## src/rtl/pong_frame_ctrl.sv

```systemverilog
// Pong frame controller: once-per-frame paddle/ball update FSM and registered pixel colour.
// Optional PONG_MISS_CNT_EN builds a saturating 4-bit miss counter; otherwise miss_cnt is 0.
module pong_frame_ctrl #(
    parameter int unsigned H_DISP   = 640,
    parameter int unsigned V_DISP   = 480,
    parameter int unsigned WALL_X_L = 32,
    parameter int unsigned WALL_X_R = 35,
    parameter int unsigned PAD_X_L  = 600,
    parameter int unsigned PAD_X_R  = 603,
    parameter int unsigned PAD_H    = 72,
    parameter int unsigned PAD_V    = 4,
    parameter int unsigned BALL_SZ  = 8,
    parameter int unsigned BALL_V   = 2
) (
    input  logic        clk,
    input  logic        reset,
    input  logic        p_tick,
    input  logic        video_on,
    input  logic [9:0]  pixel_x,
    input  logic [9:0]  pixel_y,
    input  logic        btn_up,
    input  logic        btn_down,
    output logic [11:0] rgb,
    output logic [9:0]  ball_x,
    output logic [9:0]  ball_y,
    output logic [9:0]  pad_y,
    output logic        busy,
    output logic        hit,
    output logic        miss,
    output logic [3:0]  miss_cnt
);

    localparam logic [10:0] HDisp  = 11'(H_DISP);
    localparam logic [10:0] VDisp  = 11'(V_DISP);
    localparam logic [10:0] WallXL = 11'(WALL_X_L);
    localparam logic [10:0] WallXR = 11'(WALL_X_R);
    localparam logic [10:0] PadXL  = 11'(PAD_X_L);
    localparam logic [10:0] PadXR  = 11'(PAD_X_R);
    localparam logic [10:0] PadH   = 11'(PAD_H);
    localparam logic [10:0] PadV   = 11'(PAD_V);
    localparam logic [10:0] BallSz = 11'(BALL_SZ);
    localparam logic [10:0] BallV  = 11'(BALL_V);
    localparam logic [10:0] PosMax = 11'd1023;
    localparam logic [10:0] PadMax = 11'(V_DISP - PAD_H);
    localparam logic [9:0]  BallX0 = 10'(H_DISP / 2);
    localparam logic [9:0]  BallY0 = 10'(V_DISP / 2);
    localparam logic [9:0]  PadY0  = 10'((V_DISP - PAD_H) / 2);

    typedef enum logic [1:0] {StIdle, StPad, StBall, StChk} state_e;

    state_e      state_q;
    logic [9:0]  ball_x_q, ball_y_q, pad_y_q;
    logic        dx_neg_q, dy_neg_q;
    logic        busy_q, hit_q, miss_q;
    logic [11:0] rgb_q;

    logic        refr_tick;
    logic [10:0] bx, by, pad, px, py;
    logic [10:0] pad_up, pad_dn_sum, pad_dn, pad_nxt;
    logic [10:0] bx_sum, by_sum, bx_nxt, by_nxt;
    logic [10:0] ball_r, ball_b;
    logic        top_hit, bot_hit, wall_hit, pad_hit, out_right;
    logic        in_ball, in_pad, in_wall;
    logic [11:0] rgb_d;

    assign refr_tick = p_tick && (pixel_x == 10'd0) && ({1'b0, pixel_y} == VDisp + 11'd1);

    assign bx  = {1'b0, ball_x_q};
    assign by  = {1'b0, ball_y_q};
    assign pad = {1'b0, pad_y_q};
    assign px  = {1'b0, pixel_x};
    assign py  = {1'b0, pixel_y};

    // All position arithmetic is 11-bit and clamped, so nothing can wrap.
    always_comb begin
        pad_up     = (pad >= PadV) ? pad - PadV : 11'd0;
        pad_dn_sum = pad + PadV;
        pad_dn     = (pad_dn_sum > PadMax) ? PadMax : pad_dn_sum;
        if (btn_up && !btn_down) begin
            pad_nxt = pad_up;
        end else if (btn_down && !btn_up) begin
            pad_nxt = pad_dn;
        end else begin
            pad_nxt = pad;
        end

        bx_sum = bx + BallV;
        by_sum = by + BallV;
        if (dx_neg_q) begin
            bx_nxt = (bx >= BallV) ? bx - BallV : 11'd0;
        end else begin
            bx_nxt = (bx_sum > PosMax) ? PosMax : bx_sum;
        end
        if (dy_neg_q) begin
            by_nxt = (by >= BallV) ? by - BallV : 11'd0;
        end else begin
            by_nxt = (by_sum > PosMax) ? PosMax : by_sum;
        end
    end

    // Collision terms, evaluated on the already-moved ball while in StChk.
    always_comb begin
        ball_r    = bx + BallSz - 11'd1;
        ball_b    = by + BallSz - 11'd1;
        top_hit   = by <= 11'd1;
        bot_hit   = (by + BallSz) >= (VDisp - 11'd1);
        wall_hit  = bx <= WallXR;
        pad_hit   = (ball_r >= PadXL) && (ball_r <= PadXR) &&
                    (ball_b >= pad) && (by <= pad + PadH - 11'd1);
        out_right = bx > (HDisp - BallSz);
    end

`ifdef PONG_MISS_CNT_EN
    logic [3:0] miss_cnt_q;
    assign miss_cnt = miss_cnt_q;
`else
    assign miss_cnt = 4'd0;
`endif

    always_ff @(posedge clk) begin
        if (reset) begin
            state_q  <= StIdle;
            ball_x_q <= BallX0;
            ball_y_q <= BallY0;
            pad_y_q  <= PadY0;
            dx_neg_q <= 1'b0;
            dy_neg_q <= 1'b0;
            busy_q   <= 1'b0;
            hit_q    <= 1'b0;
            miss_q   <= 1'b0;
`ifdef PONG_MISS_CNT_EN
            miss_cnt_q <= 4'd0;
`endif
        end else begin
            hit_q  <= 1'b0;
            miss_q <= 1'b0;
            case (state_q)
                StIdle: begin
                    if (refr_tick) begin
                        state_q <= StPad;
                        busy_q  <= 1'b1;
                    end
                end
                StPad: begin
                    pad_y_q <= pad_nxt[9:0];
                    state_q <= StBall;
                end
                StBall: begin
                    ball_x_q <= bx_nxt[9:0];
                    ball_y_q <= by_nxt[9:0];
                    state_q  <= StChk;
                end
                StChk: begin
                    state_q <= StIdle;
                    busy_q  <= 1'b0;
                    if (top_hit) begin
                        dy_neg_q <= 1'b0;
                    end else if (bot_hit) begin
                        dy_neg_q <= 1'b1;
                    end
                    // Hit wins over miss; a miss also overrides the vertical bounce.
                    if (wall_hit) begin
                        dx_neg_q <= 1'b0;
                    end else if (pad_hit) begin
                        dx_neg_q <= 1'b1;
                        hit_q    <= 1'b1;
                    end else if (out_right) begin
                        ball_x_q <= BallX0;
                        ball_y_q <= BallY0;
                        dx_neg_q <= 1'b0;
                        dy_neg_q <= 1'b0;
                        miss_q   <= 1'b1;
`ifdef PONG_MISS_CNT_EN
                        if (miss_cnt_q != 4'hF) begin
                            miss_cnt_q <= miss_cnt_q + 4'd1;
                        end
`endif
                    end
                end
                default: state_q <= StIdle;
            endcase
        end
    end

    always_comb begin
        in_ball = (px >= bx) && (px <= bx + BallSz - 11'd1) &&
                  (py >= by) && (py <= by + BallSz - 11'd1);
        in_pad  = (px >= PadXL) && (px <= PadXR) &&
                  (py >= pad) && (py <= pad + PadH - 11'd1);
        in_wall = (px >= WallXL) && (px <= WallXR);
        if (!video_on) begin
            rgb_d = 12'h000;
        end else if (in_ball) begin
            rgb_d = 12'hF00;
        end else if (in_pad) begin
            rgb_d = 12'h0F0;
        end else if (in_wall) begin
            rgb_d = 12'h00F;
        end else begin
            rgb_d = 12'hFFF;
        end
    end

    always_ff @(posedge clk) begin
        if (reset) begin
            rgb_q <= 12'h000;
        end else if (p_tick) begin
            rgb_q <= rgb_d;
        end
    end

    assign rgb    = rgb_q;
    assign ball_x = ball_x_q;
    assign ball_y = ball_y_q;
    assign pad_y  = pad_y_q;
    assign busy   = busy_q;
    assign hit    = hit_q;
    assign miss   = miss_q;

endmodule

```

## config.mk

```make
export PLATFORM = sky130hd
export DESIGN_NAME = pong_frame_ctrl
export DESIGN_NICKNAME = d
export VERILOG_FILES = /design/src/rtl/pong_frame_ctrl.sv
export SDC_FILE = /design/constraint.sdc
export NUM_CORES = 1
export LEC_CHECK = 0
export ABC_CLOCK_PERIOD_IN_PS = 3400
export CAP_MARGIN = 20
export CORE_UTILIZATION = 52
export DETAILED_ROUTE_END_ITERATION = 10
export PLACE_DENSITY = 0.81
export SYNTH_ARGS = -nofsm -noshare
export SYNTH_HDL_FRONTEND = slang
export SYNTH_SLANG_ARGS = --single-unit
```

## constraint.sdc

```tcl
create_clock -name clk -period 3.4 [get_ports clk]
set_input_delay 0.85 -clock clk [delete_from_list [all_inputs] [get_ports clk]]
set_output_delay 0.85 -clock clk [all_outputs]
set_load 0.03 [all_outputs]
```

# After elaboration in Yosys (flattened, before gate mapping)
# Index checks and enable logic that the tools add are counted.
# totals
inputBits	26
romBits	0
mem_count	0
latch_bits	0
regBits	49
ramBits	0
word_cells	119
# op_classes
eq_ne	8
n_lt_le_gt_ge	24
n_shift	0
bitwise	1
div	0
n_mul	0
addsub	12
n_reduce_logical	28
n_mux	36
# ops
cell	n
two-way mux 10 bit	16
two-way mux 12 bit	4
<= comparator 10 x 11 -> 1 bit	4
one-hot mux 10 bit (2 select lines)	2
subtractor 11 x 1 -> 11 bit, second input constant	3
greater-or-equal comparator 10 bit	3
adder 10 x 2 -> 11 bit, second input constant	2
adder 10 x 4 -> 11 bit, second input constant	2
> comparator 11 x 10 -> 1 bit, second input constant	2
greater-or-equal comparator 10 x 2 -> 1 bit, second input constant	2
<= comparator 10 x 6 -> 1 bit, second input constant	2
subtractor 10 x 2 -> 10 bit, second input constant	2
logical AND 1 bit	14
adder 10 x 3 -> 11 bit, second input constant	1
adder 10 x 7 -> 11 bit, second input constant	1
greater-or-equal comparator 11 x 10 -> 1 bit	1
greater-or-equal comparator 11 x 10 -> 1 bit, second input constant	1
greater-or-equal comparator 11 x 9 -> 1 bit, second input constant	1
> comparator 11 x 9 -> 1 bit, second input constant	1
<= comparator 11 x 10 -> 1 bit, second input constant	1
two-way mux 1 bit	11
equality test 10 x 9 -> 1 bit, second input constant	1
greater-or-equal comparator 10 bit, second input constant	1
greater-or-equal comparator 10 x 3 -> 1 bit, second input constant	1
21 further kinds	30

# Depth between registers and ports, before layout
# Gate-level depths: netlist (run 1).
# depth
ltp_word	9
ltp_mapped	16
mapped_depth_nobuf	15

# Least setup slack after synthesis (run 1)
# OpenSTA, ideal clock, no wires.
# synth_path
kind	reg2reg
start	reg ball_y_q[3] (netlist: ball_y[3])
end	reg rgb_q[3] (netlist: rgb[3])
path_slack_ps	-323
arrival_ps	3605
stages_incl_launch_ff	17
synth_period_minus_slack_ps	3723
path_buffers	1
path_cell_list	dfxtp_1 > buf_2 > inv_1 > ha_1 > nor4bb_1 > nand2_1 > nor2_1 > a21oi_1 > o22ai_1 > xnor2_1 > ha_1 > a21oi_1 > nor2b_1 > nor4_1 > a211o_1 > nand4_1 > a32o_1
# synth_between
elab_chain_len	6
# synth_lines
element	line_no	rtl
start, declared	52	logic [9:0] ball_x_q, ball_y_q, pad_y_q;
start signal, assigned	124	ball_y_q <= BallY0;
start signal, assigned	150	ball_y_q <= by_nxt[9:0];
start signal, assigned	169	ball_y_q <= BallY0;
adder 10 x 4 -> 11 bit	187	(py >= by) && (py <= by + BallSz - 11'd1);
subtractor 11 x 1 -> 11 bit	187	
<= comparator 10 x 11 -> 1 bit	187	
logical AND 1 bit (*)	187	
two-way mux 12 bit (*)	193	end else if (in_ball) begin
two-way mux 12 bit (*)	191	if (!video_on) begin
end signal, assigned	208	rgb_q <= rgb_d;
end, declared	55	logic [11:0] rgb_q;
# Every way passes the cells marked *; elsewhere a longest branch is shown, timed or not.
# A chain may end at the register's enable or synchronous reset.

# Worst setup path after layout (run 1)
# Same ends and word-level chain as after synthesis.

==> results of run 1 <==
[routing by layer]
| layer | track usage (%) | part of all wire [%] |
|---|---|---|
| met1 | 43.42 | 41 |
| met2 | 56.15 | 46 |
| met3 | 5.798 | 9.1 |
| met4 | 16.41 | 4.6 |
| met5 | 0 | 0 |
[cell type report]
type	instances	area, µm²
inverter	54	202.7
fill	952	3933
multi-input combinational	630	4721
timing repair buffer	112	1011
clock buffer	7	142.6
sequential	38	768.2
tap	140	175.2
clock inverter	1	30.03
[power groups by stage]
| stage | Sequential [µW] | Clock, µW | Combinational, µW |
|---|---|---|---|
| 6_report | 543 | 580 | 1060 |
| 5_1_grt | 547 | 599 | 1150 |
| 4_1_cts | 539 | 579 | 1040 |
| 3_5_place_dp | 548 | 0 | 1030 |
| 3_3_place_gp | 546 | 0 | 1000 |
| 2_1_floorplan | 565 | 0 | 680 |
[flip-flops by register name, indices dropped and copies added, names as in the netlist]
register	flops
hit	1
pad_y	8
busy	1
miss	1
rgb	3
dx_neg_q	1
dy_neg_q	1
state_q	2
ball_y	10
ball_x	10
[logic make-up after synthesis]
logic type	after synthesis
compound gates	224
simple gates	253
buf+inv	109
mux	4
xor+xnor	40
fa+ha+maj	103
flops	38
other cells	1
[critical path, stage by stage (launching register included)]
cell	delay, ps
dfxtp_4	380
inv_2	60
ha_4	250
nor4bb_4	350
nand2_2	140
nor2_1	140
a21oi_1	60
o22ai_2	210
xnor2_1	120
ha_1	340
a21oi_1	150
nor2b_1	70
nor4_1	290
a211o_1	190
nand4_1	170
a32o_1	300
[path summary, 6_finish.rpt]
| check | startpoint | to |
|---|---|---|
| worst min register to register | busy | busy |
| worst max register to register | ball_y[3] | rgb[3] |
| worst min-delay path | busy | busy |
| worst max-delay path | ball_y[3] | rgb[3] |
[cell usage in the layout (no fill, tap or decap), types with 14 or more instances in the layout]
cell / netlist / routed
o21ai_0: 40 / 40
a211oi_1: 18 / 18
a31oi_1: 14 / 14
buf_4: 17 / 44
nand2_1: 53 / 52
xnor2_1: 38 / 37
ha_1: 103 / 101
a21oi_1: 46 / 46
inv_1: 48 / 46
nor2_1: 48 / 48
dfxtp_1: 38 / 34
nor3_1: 22 / 22
nand4_1: 18 / 18
clkdlybuf4s50_1: 0 / 68
nand3_1: 25 / 25
[metrics by stage]
step / power, µW / setup WS [ps] / util (%) / cell area (µm²) / cells
6_report: 2179 / 80.50 / 64.19 / 7051 / 982
5_1_grt: 2298 / -61.40 / 64.19 / 7051 / 982
4_1_cts: 2153 / 24.03 / 63.52 / 6977 / 978
3_5_place_dp: 1578 / 39.48 / 61.95 / 6804 / 970
3_3_place_gp: 1551 / 181.2 / 61.95 / 6804 / 970
2_1_floorplan: 1245 / 19.48 / - / 5962 / 777
[what timing repair did]
item / CTS / global route
resized for setup: 0 / 10
endpoints found under the setup margin: 0 / 4
setup buffers: 0 / 4
==> results.txt, run 1 <==
Detail Route Antenna Nets -> 0
Vias in the first global route -> 6148
Nets -> 970
Asr flop ratio synth -> 0%
Syn_area_per_cell -> 7.681 µm²
CP endpoint kind -> register
MaxCap Viol Count -> 0
Clock period minus worst slack -> 3320 ps
Vias per Instance -> 6.660
Mux share of post-synthesis cell area -> 0.6963%
I/O Pins -> 75
Clock transition at the registers of the reported paths -> 70 ps
Iter 0 DRT Violations -> 666
Critical path required time -> 3580 ps
Peak supply drop -> 0.4346 mV
Initial core utilization -> 53.99%
Antenna cells -> 0
First-pass GRT wire length -> 31.58 mm
GRT Total Usage -> 34.24%
Final WL -> 20.00 mm
Hold Slack -> 489.8 ps
NetSw -> 911.4 µW
LEAKAGE -> 0.002791 µW
Simple-gate share of the synthesized area -> 23.53%
Predominant post-synthesis flop cell -> dfxtp_1
Largest cells by area after synthesis -> ha_1 (22%), dfxtp_1 (13%), xnor2_1 (5.6%), a21oi_1 (3.9%), o21ai_0 (3.4%)
Main combinational cell family by area after synthesis -> compound AO/OA/AOI/OAI gates
Remaining Overflow, GRT -> 0
CTS sink cnt -> 38
Input/output buffers -> 68
DRT Pass-1 Iters -> 6
Largest net degree at the start of global routing -> 27
Status -> finished clean
Logic pwr share -> 48.5%
Pwr Density -> 309.0 nW/µm²
CP Class -> register to register
TritonCTS clock tree -> done
Sequential fraction of design power -> 24.9%
Routed via count -> 6540
Setup TNS -> 0 ps
Internal -> 1267 µW
Residual DRC -> 0
Max-slew headroom -> 44.39%
Area grow syn2layout -> 18.91%
Number of CTS-inserted buffers -> 5
Setup slack, reg-to-reg -> 80 ps
Die width -> 108.8 µm
Die height -> 108.8 µm
Clock power frac -> 26.6%
Yosys reg bits -> 38
Number of synthesized flops with an enable pin -> 0
Die area -> 11830 µm²
Post-synth top cells -> ha_1 (103), nand2_1 (53), inv_1 (48), nor2_1 (48), a21oi_1 (46)
Clock skew -> 8.082 ps
Startpoint Class -> register
Post-route clock period utilization -> 97.63%
Post-synthesis sequential area ratio -> 12.83%
CTS Buffer Depth -> 2
Share of layout cells above drive strength 1 -> 11.28%
HP Class -> register to register
Placeable Area -> 10980 µm²
Cell row count -> 38
Post-synthesis xor/xnor area fraction -> 5.908%
Most common cell in the synthesized netlist -> ha_1
Reg2Reg Depth -> 15
Crit-path max FO -> 5
Fmax -> 301.3 MHz
Synthesized area -> 5929 µm²
Hpwl dp -> 15.48 mm
Adder-Cell Fraction of Synth Area -> 21.73%
Net Sw Frac -> 41.83%
Slew at the pin closest to its max-slew limit -> 825.5 ps
Hold-fix buffers, CTS -> 0
Yosys cell types -> 91
Final Wtd Congestion -> 0.9872
Initial antenna violation count -> 0
Final max-slew violation count -> 0
Worst path arrival time -> 3500 ps
Clk_lat worst skew -> 300 ps
Avg WL per Cell -> 20.37 µm
Final hold violations -> 0
Root Driver -> clkbuf_16
Setup-failing EPs final -> 0
Area leader, netlist -> ha_1
Htree depth -> 2
Hold depth -> 2
Post-synthesis cell count -> 772
Synth warn -> 0
Top cell type's share of synthesized area -> 21.73%
Compound-gate portion of the synthesized area -> 26.52%
Power figures use the tool's default switching activity.
==> run 2: changes to the inputs <==
==> config.mk (replaced) <==
export PLATFORM = sky130hd
export DESIGN_NAME = pong_frame_ctrl
export DESIGN_NICKNAME = d
export VERILOG_FILES = /design/src/rtl/pong_frame_ctrl.sv
export SDC_FILE = /design/constraint.sdc
export NUM_CORES = 1
export LEC_CHECK = 0
export ABC_CLOCK_PERIOD_IN_PS = 4200
export CAP_MARGIN = 20
export CORE_UTILIZATION = 60
export DETAILED_ROUTE_END_ITERATION = 10
export HOLD_SLACK_MARGIN = 0.06
export PLACE_DENSITY = 0.87
export SYNTH_ARGS = -nofsm -noshare
export SYNTH_HDL_FRONTEND = slang
export SYNTH_SLANG_ARGS = --single-unit
==> constraint.sdc (replaced) <==
create_clock -name clk -period 4.2 [get_ports clk]
set_input_delay 1.05 -clock clk [delete_from_list [all_inputs] [get_ports clk]]
set_output_delay 1.05 -clock clk [all_outputs]
set_load 0.03 [all_outputs]
==> run 2 against run 1 <==
Effect of this change: flip-flop and latch count did not move; sequential share of layout area rose by 0.56 points; clock skew rose by 5.4 ps; worst hold slack improved by 52 ps; clock-buffer cell count fell by 1; clock power fell by 53%; cell area fell by 5.9%; critical path type unchanged; non-clock buffer count fell by 34; total power fell by 29%; die area fell by 13%; combinational power fell by 22%; register-to-register slack improved by 440 ps; largest cell class unchanged; highest routed layer unchanged.
==> results.txt, run 2 (synthesized netlist as in run 1, its figures left out) <==
Status -> finished clean
Commonest cells after routing, fill and taps aside -> ha_1 (103), clkdlybuf4s50_1 (68), nand2_1 (53)
Logic pwr share -> 53.3%
CP max stage delay -> 480 ps
Slowest-stage cell, CP -> nor4bb_1
Peak supply drop -> 0.1924 mV
Hpwl dp -> 14.83 mm
Vias per Instance -> 6.753
Final WL -> 19.18 mm
Htree depth -> 2
Vias in the first global route -> 6099
Max-slew headroom -> 39.13%
Hold-fix buffers, CTS -> 0
Routed via count -> 6328
Pwr Density -> 233.6 nW/µm²
Worst path arrival time -> 3870 ps
CP Class -> register to register
Antenna cells -> 0
Fmax -> 271.6 MHz
Avg WL per Cell -> 20.47 µm
Final Wtd Congestion -> 1.000
Die area -> 10280 µm²
Clock power frac -> 17.5%
HP Class -> register to register
Area occupied by multi-input gates -> 4671 µm²
Initial antenna violation count -> 0
CTS Buffer Depth -> 2
RSZ-0062 raised after global routing -> false
Clock transition at the registers of the reported paths -> 90 ps
Initial core utilization -> 62.98%
FF/Latch Area -> 760.7 µm²
DRT Pass-1 Iters -> 6
Iter 0 DRT Violations -> 473
Post-route clock period utilization -> 87.67%
TritonCTS clock tree -> done
Total Power -> 1550 µW
Slew at the pin closest to its max-slew limit -> 903.6 ps
Sequential fraction of design power -> 29.1%
CTS-repair resized insts -> 0
Critical path required time -> 4390 ps
Cell row count -> 35
Post-CTS Setup Inserts -> 0
Residual DRC -> 0
Final max-slew violation count -> 0
Final hold violations -> 0
Share of layout cells above drive strength 1 -> 5.941%
GRT Total Usage -> 38.66%
Clock skew -> 13.48 ps
Fill count -> 831
LEAKAGE -> 0.002575 µW
Internal -> 827.5 µW
CTS sink cnt -> 38
Number of CTS-inserted buffers -> 5
Final Cell Area -> 6638 µm²
First-pass GRT wire length -> 31.20 mm
Placed inst area -> 6551 µm²
Area grow syn2layout -> 11.94%
NetSw -> 722.8 µW
Die height -> 101.4 µm
Clk_lat worst skew -> 310 ps
Detail Route Antenna Nets -> 0
Nets -> 936
Root Driver -> clkbuf_8
Startpoint Class -> register
Post-Layout Cell Count -> 937
Crit-path cells -> inv_1, ha_1, nor4bb_1, nand2_1, nor2_1, a21oi_1, o22ai_1, xnor2_1, ha_1, a21oi_1, nor2b_1, nor4_1, a211o_1, nand4_1, a32o_1
Placeable Area -> 9415 µm²
Hold Slack -> 541.6 ps
Setup TNS -> 0 ps
Placed cells -> 929
MaxCap Viol Count -> 0
I/O Pins -> 75
CP endpoint kind -> register
Setup-failing EPs final -> 0
Die width -> 101.4 µm
Crit-path max FO -> 9
Input/output buffers -> 68
Net Sw Frac -> 46.62%
Most common cell after layout, fill and taps aside -> ha_1
Remaining Overflow, GRT -> 0
Clock period minus worst slack -> 3682 ps
Largest net degree at the start of global routing -> 27
## run 2: changes by cell type in the layout (fill, tap and decap cells not counted), sizes merged
| cell | change |
|---|---|
| buf | -34 |
| clkinv | +2 |
| bufinv | -1 |
| clkbuf | -1 |
## run 2: power by group through the flow
| stage | Sequential (µW) | Combinational [µW] | Clock (µW) |
|---|---|---|---|
| floorplan | 458 | 550 | 0 |
| global placement | 453 | 771 | 0 |
| CTS | 448 | 807 | 273 |
| global route | 456 | 904 | 289 |
| detailed placement | 457 | 801 | 0 |
| finish | 451 | 827 | 272 |
## run 2: layout make-up
type | instances | share of cell area (%)
Clock buffer | 6 | 1.093
Clock inverter | 2 | 0.2074
Inverter | 54 | 3.054
Multi-Input combinational cell | 630 | 70.37
Sequential cell | 38 | 11.46
Tap cell | 129 | 2.432
Timing Repair Buffer | 78 | 11.39
## run 2: per-layer routing
metal | part of all wire [%] | GRT usage (%)
met5 | 0 | 0
met4 | 4.7 | 18.39
met3 | 10 | 6.694
met2 | 45 | 62.27
met1 | 40 | 50.13
## run 2: through the flow
stage               utilization (%)  worst slack (ps)
floorplan                         -             477.1
global placement              69.58             793.6
detailed placement            69.58             604.2
CTS                           70.50             562.4
global route                  70.50             257.5
finish                        70.50             518.0
## run 2: path summary, 6_finish.rpt
| check | start | end | slack (ps) | cells after the start |
|---|---|---|---|---|
| setup / recovery | ball_y[0] | rgb[3] | 520 | 15 |
| hold / removal | busy | busy | 540 | 2 |
| setup reg to reg | ball_y[0] | rgb[3] | 520 | 15 |
| hold reg to reg | busy | busy | 540 | 2 |
## run 2: critical path, delay by kind of cell (launching register included)
kind | cells | cell delay [ps]
compound gates | 5 | 1020
xor+xnor | 1 | 160
fa+ha+maj | 2 | 540
buf+inv | 1 | 180
flops | 1 | 420
simple gates | 6 | 1260
==> run 3: changes to the inputs <==
==> constraint.sdc (replaced) <==
create_clock -name clk -period 4.2 [get_ports clk]
set_input_delay 0.42 -clock clk [delete_from_list [all_inputs] [get_ports clk]]
set_output_delay 0.42 -clock clk [all_outputs]
set_load 0.03 [all_outputs]
==> run 3 against run 2 <==
Effect of this change: die area unchanged; largest cell class unchanged; fmax increased by 1.7%; core utilization increased by 0.78 points; sequential power about the same; first-iteration DRC count decreased by 8.5%; global-route usage decreased by 2.6 points; critical path depth unchanged.
==> results.txt, run 3 (synthesized netlist as in run 1, its figures left out) <==
Critical path required time -> 4400 ps
I/O Pins -> 75
Worst R2R End -> rgb[3]
Placed cells -> 932
Initial antenna violation count -> 0
Input/output buffers -> 68
Startpoint Class -> register
Largest net degree at the start of global routing -> 28
Clock skew -> 11.40 ps
TritonCTS clock tree -> done
CP startpoint -> ball_y[0]
Setup crit end -> rgb[3]
DRT Pass-1 Iters -> 5
CTS Buffer Depth -> 2
Most common cell after layout, fill and taps aside -> ha_1
RSZ-0062 raised after global routing -> false
Setup TNS -> 0 ps
CP endpoint kind -> register
Pwr Density -> 246.4 nW/µm²
Peak supply drop -> 0.2049 mV
Crit-path max FO -> 9
Routed via count -> 6293
Nets -> 939
Avg WL per Cell -> 19.46 µm
Root Driver -> clkbuf_8
Post-CTS Setup Inserts -> 0
Hold Startpoint -> busy
Remaining Overflow, GRT -> 0
Share of layout cells above drive strength 1 -> 6.412%
Vias per Instance -> 6.695
Number of CTS-inserted buffers -> 5
Detail Route Antenna Nets -> 0
LEAKAGE -> 0.002612 µW
MaxCap Viol Count -> 0
Iter 0 DRT Violations -> 433
Final max-slew violation count -> 0
Area grow syn2layout -> 13.19%
Commonest cells after routing, fill and taps aside -> ha_1 (103), clkdlybuf4s50_1 (68), nand2_1 (53)
Setup-failing EPs final -> 0
CTS sink cnt -> 38
Hpwl dp -> 14.17 mm
Clk_lat worst skew -> 310 ps
Final WL -> 18.29 mm
Status -> finished clean
Die height -> 101.4 µm
Die width -> 101.4 µm
Die area -> 10280 µm²
Worst path arrival time -> 3820 ps
R2r startpoint -> ball_y[0]
Vias in the first global route -> 6064
Cell row count -> 35
Hold Slack -> 507.4 ps
Hold-fix buffers, CTS -> 0
Max-slew headroom -> 40.70%
GRT Total Usage -> 36.11%
Residual DRC -> 0
CTS-repair resized insts -> 0
Final hold violations -> 0
First-pass GRT wire length -> 29.53 mm
Slew at the pin closest to its max-slew limit -> 886.7 ps
Post-Layout Cell Count -> 940
Clock period minus worst slack -> 3620 ps
Antenna cells -> 0
Post-Route Utilization -> 71.28%
CP Class -> register to register
Fmax -> 276.2 MHz
Initial core utilization -> 62.98%
Htree depth -> 2
Placeable Area -> 9415 µm²
Setup slack, reg-to-reg -> 580 ps
Post-route clock period utilization -> 86.19%
Final Wtd Congestion -> 1.024
Clock transition at the registers of the reported paths -> 90 ps
HP Class -> register to register
Reg2Reg Depth -> 15
==> run 3: where the power goes <==
group	switching, µW	internal [µW]	total [µW]
Clock	161	238	400
Combinational	483	322	805
Sequential	63.5	385	448
==> run 3: through the flow <==
stage               cell area [µm²]  power [µW]  setup slack, ps
floorplan                      5948        1008            477.1
global placement               6574        1195            884.4
detailed placement             6574        1237            750.2
CTS                            6711        1637            639.9
global route                   6711        1751            378.5
finish                         6711        1653            579.9
==> run 3: how the worst min path moves through the flow <==
stage / end / slack (ps) / depth (start not counted)
4_1_cts: busy / 510 / 2
2_1_floorplan: state_q[0] / 510 / 2
5_1_grt: busy / 560 / 2
6_report: busy / 510 / 2
3_5_place_dp: busy / 490 / 2
3_3_place_gp: busy / 480 / 2
==> run 3: critical path, stage by stage (launching register included) <==
cell,delay (ps)
dfxtp_1,400
inv_1,180
ha_1,260
nor4bb_1,500
nand2_1,200
nor2_1,130
a21oi_1,50
o22ai_1,320
xnor2_1,160
ha_1,270
o21a_1,120
o21a_1,170
o32ai_1,130
a211o_1,150
nand4_1,170
a32o_1,300
==> run 3: layer usage <==
metal  share of wire (%)  vias up  track usage, %  routed length, µm
li1                    -     2940               -                  -
met3                  10       90           7.867               1903
met1                  40     2849           45.29               7373
met5                   0        -               0                  0
met4                 5.0        0           20.18                917
met2                  44      414           57.40               8095
==> run 3: layout make-up <==
type,instances,area (µm²)
Inverter,54,202.7
Clock inverter,3,68.82
Multi-Input combinational cell,630,4671
Sequential cell,38,760.7
Timing Repair Buffer,81,778.2
Fill cell,757,2704
Clock buffer,5,68.82
Tap cell,129,161.4
